### src/rtl/vpu_line_scanout_if.sv
// vpu_line_scanout_if: line buffer port A plus the valid/ready pixel stream of the scanout block.
interface vpu_line_scanout_if #(parameter int ADDR_W = 9);
   logic              line_wea;
   logic              line_banka;
   logic [ADDR_W-1:0] line_addra;
   logic [31:0]       line_dina;
   logic [31:0]       line_douta;
   logic              pix_valid;
   logic              pix_ready;
   logic [8:0]        pix_x;
   logic [7:0]        pix_y;
   logic [23:0]       pix_rgb;
   modport master (
      output line_wea, line_banka, line_addra, line_dina, pix_valid, pix_x, pix_y, pix_rgb,
      input  line_douta, pix_ready
   );
   modport slave (
      input  line_wea, line_banka, line_addra, line_dina, pix_valid, pix_x, pix_y, pix_rgb,
      output line_douta, pix_ready
   );
endinterface

### src/rtl/vpu_line_scanout.sv
// vpu_line_scanout: reads the previous line's sprite bank, clears each slot behind the read,
// substitutes the backdrop for transparent pixels and streams RGB through a small FWFT FIFO.
module vpu_line_scanout #(
   parameter int LINE_W      = 240,
   parameter int SCREEN_H    = 160,
   parameter int START_CYCLE = 20,
   parameter int FIFO_DEPTH  = 4,
   parameter int ADDR_W      = 9
) (
   input  logic                      clk,
   input  logic                      rst_n,
   input  logic [10:0]               line_cycle,
   input  logic [8:0]                y,
   input  logic [23:0]               bg_color,
   vpu_line_scanout_if.master        bus,
   output logic                      line_overrun
);
   localparam logic [1:0] IDLE = 2'd0, READ = 2'd1, CLEAR = 2'd2, DRAIN = 2'd3;
   localparam int PW = $clog2(FIFO_DEPTH);
   localparam int CW = PW + 1;
   localparam logic [PW:0] DEPTH = FIFO_DEPTH[PW:0];

   logic [1:0]    state;
   logic [8:0]    x;
   logic [7:0]    dy;
   logic [40:0]   mem [FIFO_DEPTH];
   logic [40:0]   head;
   logic [PW-1:0] wr_ptr, rd_ptr;
   logic [PW:0]   count;
   logic          start, last, full, push, pop;
   logic [23:0]   rgb;

   assign start = line_cycle == 11'(START_CYCLE) && y != 9'd0 && y <= 9'(SCREEN_H);
   assign last  = x == 9'(LINE_W - 1);
   assign full  = count == DEPTH;
   assign push  = state == CLEAR;
   assign pop   = bus.pix_valid && bus.pix_ready;
   assign rgb   = bus.line_douta[31:24] == 8'd0 ? bg_color : bus.line_douta[23:0];
   assign head  = mem[rd_ptr];

   assign bus.line_wea   = state == CLEAR;
   // Gated by rst_n so the bank select also reads 0 while reset is held.
   assign bus.line_banka = rst_n & ~y[0];
   assign bus.line_addra = (state == READ || state == CLEAR) ? ADDR_W'(x) : '0;
   assign bus.line_dina  = '0;
   assign bus.pix_valid  = count != '0;
   assign bus.pix_x      = bus.pix_valid ? head[40:32] : '0;
   assign bus.pix_y      = bus.pix_valid ? head[31:24] : '0;
   assign bus.pix_rgb    = bus.pix_valid ? head[23:0]  : '0;

   always_ff @(posedge clk or negedge rst_n) begin
      if (!rst_n) begin
         state        <= IDLE;
         x            <= '0;
         dy           <= '0;
         wr_ptr       <= '0;
         rd_ptr       <= '0;
         count        <= '0;
         line_overrun <= 1'b0;
      end else begin
         line_overrun <= start && state != IDLE;
         state  <= start ? READ :
                   (state == READ && !full) ? CLEAR :
                   (state == CLEAR) ? (last ? DRAIN : READ) :
                   (state == DRAIN && count == '0) ? IDLE : state;
         x      <= start ? '0 : (state == CLEAR && !last) ? x + 9'd1 : x;
         dy     <= start ? 8'(y - 9'd1) : dy;
         // A new line start flushes the FIFO, discarding any same-cycle push or pop.
         wr_ptr <= start ? '0 : wr_ptr + PW'(push);
         rd_ptr <= start ? '0 : rd_ptr + PW'(pop);
         count  <= start ? '0 : count + CW'(push) - CW'(pop);
      end
   end

   always_ff @(posedge clk) begin
      if (push && !start) mem[wr_ptr] <= {x, dy, rgb};
   end
endmodule

### src/flat_wrapper.sv
// flat-port wrapper written by rule: the top's interface ports become plain ports
module vpu_line_scanout_flat 
#(
   parameter int LINE_W      = 240,
   parameter int SCREEN_H    = 160,
   parameter int START_CYCLE = 20,
   parameter int FIFO_DEPTH  = 4,
   parameter int ADDR_W      = 9
)
  (clk, rst_n, line_cycle, y, bg_color, line_overrun, bus_line_wea, bus_line_banka, bus_line_addra, bus_line_dina, bus_pix_valid, bus_pix_x, bus_pix_y, bus_pix_rgb, bus_line_douta, bus_pix_ready);
  vpu_line_scanout_if #(.ADDR_W(ADDR_W)) bus_i ();
  input  logic clk;
  input  logic rst_n;
  input  logic [10:0] line_cycle;
  input  logic [8:0] y;
  input  logic [23:0] bg_color;
  output logic line_overrun;
  output wire logic [$bits(bus_i.line_wea)-1:0] bus_line_wea;
  output wire logic [$bits(bus_i.line_banka)-1:0] bus_line_banka;
  output wire logic [$bits(bus_i.line_addra)-1:0] bus_line_addra;
  output wire logic [$bits(bus_i.line_dina)-1:0] bus_line_dina;
  output wire logic [$bits(bus_i.pix_valid)-1:0] bus_pix_valid;
  output wire logic [$bits(bus_i.pix_x)-1:0] bus_pix_x;
  output wire logic [$bits(bus_i.pix_y)-1:0] bus_pix_y;
  output wire logic [$bits(bus_i.pix_rgb)-1:0] bus_pix_rgb;
  input wire logic [$bits(bus_i.line_douta)-1:0] bus_line_douta;
  input wire logic [$bits(bus_i.pix_ready)-1:0] bus_pix_ready;
  assign bus_line_wea = bus_i.line_wea;
  assign bus_line_banka = bus_i.line_banka;
  assign bus_line_addra = bus_i.line_addra;
  assign bus_line_dina = bus_i.line_dina;
  assign bus_pix_valid = bus_i.pix_valid;
  assign bus_pix_x = bus_i.pix_x;
  assign bus_pix_y = bus_i.pix_y;
  assign bus_pix_rgb = bus_i.pix_rgb;
  assign bus_i.line_douta = bus_line_douta;
  assign bus_i.pix_ready = bus_pix_ready;
  vpu_line_scanout #(.LINE_W(LINE_W), .SCREEN_H(SCREEN_H), .START_CYCLE(START_CYCLE), .FIFO_DEPTH(FIFO_DEPTH), .ADDR_W(ADDR_W)) u_core (.clk(clk), .rst_n(rst_n), .line_cycle(line_cycle), .y(y), .bg_color(bg_color), .bus(bus_i), .line_overrun(line_overrun));
endmodule
### config.mk
export PLATFORM = sky130hd
export DESIGN_NAME = vpu_line_scanout_flat
export DESIGN_NICKNAME = d
export VERILOG_FILES = /design/src/rtl/vpu_line_scanout_if.sv /design/src/rtl/vpu_line_scanout.sv /design/src/flat_wrapper.sv
export SDC_FILE = /design/constraint.sdc
export NUM_CORES = 1
export LEC_CHECK = 0
export ABC_AREA = 1
export BUFFER_PORTS_ARGS = -buffer_cell sky130_fd_sc_hd__buf_4
export CAP_MARGIN = 40
export CORE_ASPECT_RATIO = 0.9
export CORE_MARGIN = 3
export CORE_UTILIZATION = 58
export CTS_BUF_LIST = sky130_fd_sc_hd__clkbuf_8
export CTS_CLUSTER_DIAMETER = 60
export DETAILED_ROUTE_END_ITERATION = 8
export GPL_TIMING_DRIVEN = 0
export PLACE_DENSITY_LB_ADDON = 0.05
export SLEW_MARGIN = 20
export SYNTH_ARGS = -nofsm -noshare
export SYNTH_HDL_FRONTEND = slang
export SYNTH_SLANG_ARGS = --single-unit
### constraint.sdc
create_clock -name clk -period 4.12 [get_ports clk]
set_input_delay 0.412 -clock clk [delete_from_list [all_inputs] [get_ports clk]]
set_output_delay 0.412 -clock clk [all_outputs]
set_load 0.005 [all_outputs]
==> metrics.md <==
| Metric | Value |
|---|---|
| Slew Viols, Final | `0` |
| Syn_area_per_cell | `10.1 um2` |
| Max frequency | `approximately 380 MHz` |
| FF-to-FF path depth | `12` |
| First-pass GRT wire length | `about 31000 um` |
| Starting Density | `0.601` |
| Area of the mapped netlist | `8970 um2` |
| Net total in the final layout | `between 1000 and 1500` |
| Relative slew slack | `0.491` |
| Synth unique cells | `32` |
| Final worst path period share | `0.645` |
| Ant diodes | `0` |
| Synth top area cells | `edfxtp_1, nor2_1, dfrtp_1, o21ai_0, nand2_1` |
| Syn Inst Count | `between 800 and 900` |
| RSZ-0062 raised after global routing | `false` |
| Worst slack at placement | `approximately 1.3 ns` |
| Flops & latches, synth | `about 190` |
| Dpl cells | `around 1300` |
| Worst-path fanout max | `10` |
| Clock slew at reported path FFs | `around 0.09 ns` |
| Largest net degree at the start of global routing | `29` |
| DRC errors left | `0` |
| Final Non-Filler Cells | `1285` |
| CTS Root Cell | `clkbuf_8` |
| GR Overflow Total | `0` |
| Post-CTS Setup Bufs | `0` |
| Layout cells sized above 1 | `0.245` |
| Post-cts repair resize count | `0` |
| Area Overhead vs Synth | `20.9%` |
| Vias in the first global route | `between 6000 and 7000` |
| Cell Pwr Density | `about 630 nW/um2` |
| # clock sinks | `191` |
| EDFF count, synth | `between 150 and 200` |
| Lkg Pwr | `4.64 nW` |
| Primary FF master, synth | `edfxtp_1` |
| Peak VDD IR | `~0.41 mV` |
| Row count | `42` |
| Iter 0 DRT Violations | `approximately 580` |
| DR vias/cell | `5.20` |
| Setup-failing EPs final | `0` |
| Final WL | `around 20000 um` |
| Clock buffer depth | `2` |
| Fin. Hold Viols | `0` |
| Most frequent cells in the layout | `nor2_1, buf_4, edfxtp_1` |
| CP Class | `register to output pin` |
| Async S/R FF share, synth | `0.141` |
| Slew @ Worst Pin | `around 0.76 ns` |
| Number of buffers created by CTS | `17` |
| Worst hold path type | `primary input to register` |
| WP data arrival | `2.24 ns` |
| Avg WL per Cell | `15.7 um` |
| Detailed Place HPWL | `13600 um` |
| GRT Overall Usage | `0.242` |
| Die ar. | `about 17000 um2` |
| Die width | `between 100 and 150 um` |
| Port buffer count | `between 100 and 150` |
| Drt first pass iters | `5` |
| Sequential element share of the synthesized area | `0.624` |
| Yosys warns | `0` |
| Outcome | `finished, final reports clean` |
| Startpoint Class | `register` |
| WHS Path Cells | `4` |
| GPL Wtd Cong | `around 0.83` |
| Core Region | `approximately 15000 um2` |
| IO Pins | `between 150 and 200` |
| Clock Skews | `0.00837 ns` |
| Vias | `6679` |
| Fin worst setup slack | `about 1.5 ns` |
| Most common cell after layout, fill and taps aside | `nor2_1` |
| H-Tree Depth | `4` |
| Top-area cell type share of the netlist area | `0.549` |
| Yosys top cell by area | `edfxtp_1` |
| CTS Hold Bufs | `1` |
| Worst setup EP type | `output pin` |
| Setup_tns | `0 ns` |
| Skew-Pair Late Insertion Delay | `~0.47 ns` |
| Max cap viols | `0` |
| Die height | `about 120 um` |
| Routed Antenna Nets | `0` |
| Initial antenna violation count | `0` |
| Worst Path Required | `between 3 and 4 ns` |
| CTS tree | `done` |
| Minimum clock period after layout | `~2.7 ns` |
-- flip-flops by register name (all words and copies together), names as in the netlist --
signal               flops
u_core.line_overrun      1
u_core.dy                8
u_core.wr_ptr            2
u_core.mem             164
u_core.rd_ptr            2
u_core.state             2
u_core.x                 9
u_core.count             3
-- report_power, final --
part           switching [mW]  leakage, nW  internal (mW)
Combinational            1.73         2.59           1.25
Clock                   0.623        0.192          0.524
Sequential              0.168         1.86           2.55
Total                    2.52         4.64           4.32
-- path summary, 6_finish.rpt --
| check | slack [ns] | start | end |
|---|---|---|---|
| setup / recovery | 1.46 | u_core.count[1]$_DFF_PN0_ | bus_pix_y[6] |
| hold / removal | 0.26 | y[2] | u_core.dy[2]$_DFFE_PN0N_ |
| setup reg to reg | 1.48 | u_core.count[1]$_DFF_PN0_ | u_core.count[2]$_DFF_PN0_ |
| hold reg to reg | 0.54 | u_core.dy[0]$_DFFE_PN0N_ | u_core.mem[2][24]$_DFFE_PP_ |
| max in group asynchronous | 3.43 | rst_n | u_core.dy[2]$_DFFE_PN0N_ |
| min in group asynchronous | 0.41 | rst_n | u_core.count[0]$_DFF_PN0_ |
-- through the flow --
stage                     cell area, um2  hold WS, ns  total power, mW  utilization
after floorplan                     9080        0.116             4.39            -
after global routing               10800        0.261             7.32        0.726
after global placement             10300        0.357             5.61        0.692
final                              10800        0.263             6.85        0.726
after detailed placement           10500        0.365             5.75        0.701
after CTS                          10800        0.247             6.87        0.726
-- cell type report --
cell class,instances,area (um2)
Fill cell,1120,4080
Clock buffer,17,234
Inverter,62,240
Timing Repair Buffer,138,1120
Multi-Input combinational cell,594,2830
Sequential cell,191,5600
Tap cell,198,248
Clock inverter,14,129
Buffer,71,445
-- cell families after synthesis --
group	after synthesis	share of synthesized area
AOI/OAI and AO/OA	152	0.0852
buffers and inverters	133	0.0765
and+or+nand+nor	391	0.189
xor gates and xnor gates	7	0.00684
other	1	0.000418
adders and majority gates	12	0.0176
DFF	191	0.624
-- cells in the mapped netlist, drive strengths merged, types with 3 or more instances --
| master | n |
|---|---|
| nand3 | 30 |
| inv | 62 |
| edfxtp | 164 |
| nand4 | 3 |
| xor2 | 4 |
| ha | 11 |
| xnor2 | 3 |
| clkbuf | 16 |
| nor2 | 223 |
| o21ai | 110 |
| dfrtp | 27 |
| nand2 | 134 |
| buf | 55 |
| a21oi | 42 |
-- per-layer routing --
metal / share of wire / GRT usage / vias up / wire (um)
met4: 0.018 / 0.0761 / 0 / 367
met2: 0.49 / 0.403 / 261 / 9900
met5: 0 / 0 / - / 0
li1: - / - / 3265 / -
met1: 0.42 / 0.323 / 3120 / 8480
met3: 0.068 / 0.0517 / 33 / 1370
-- worst max-delay path, cell delays in order (launching register included) --
cell	delay [ns]
dfrtp_1	0.43
inv_1	0.09
nand2_1	0.06
nor2_2	0.33
buf_1	0.50
a21oi_1	0.18
buf_4	0.18
Note: power is estimated with default switching activity, not from simulation.
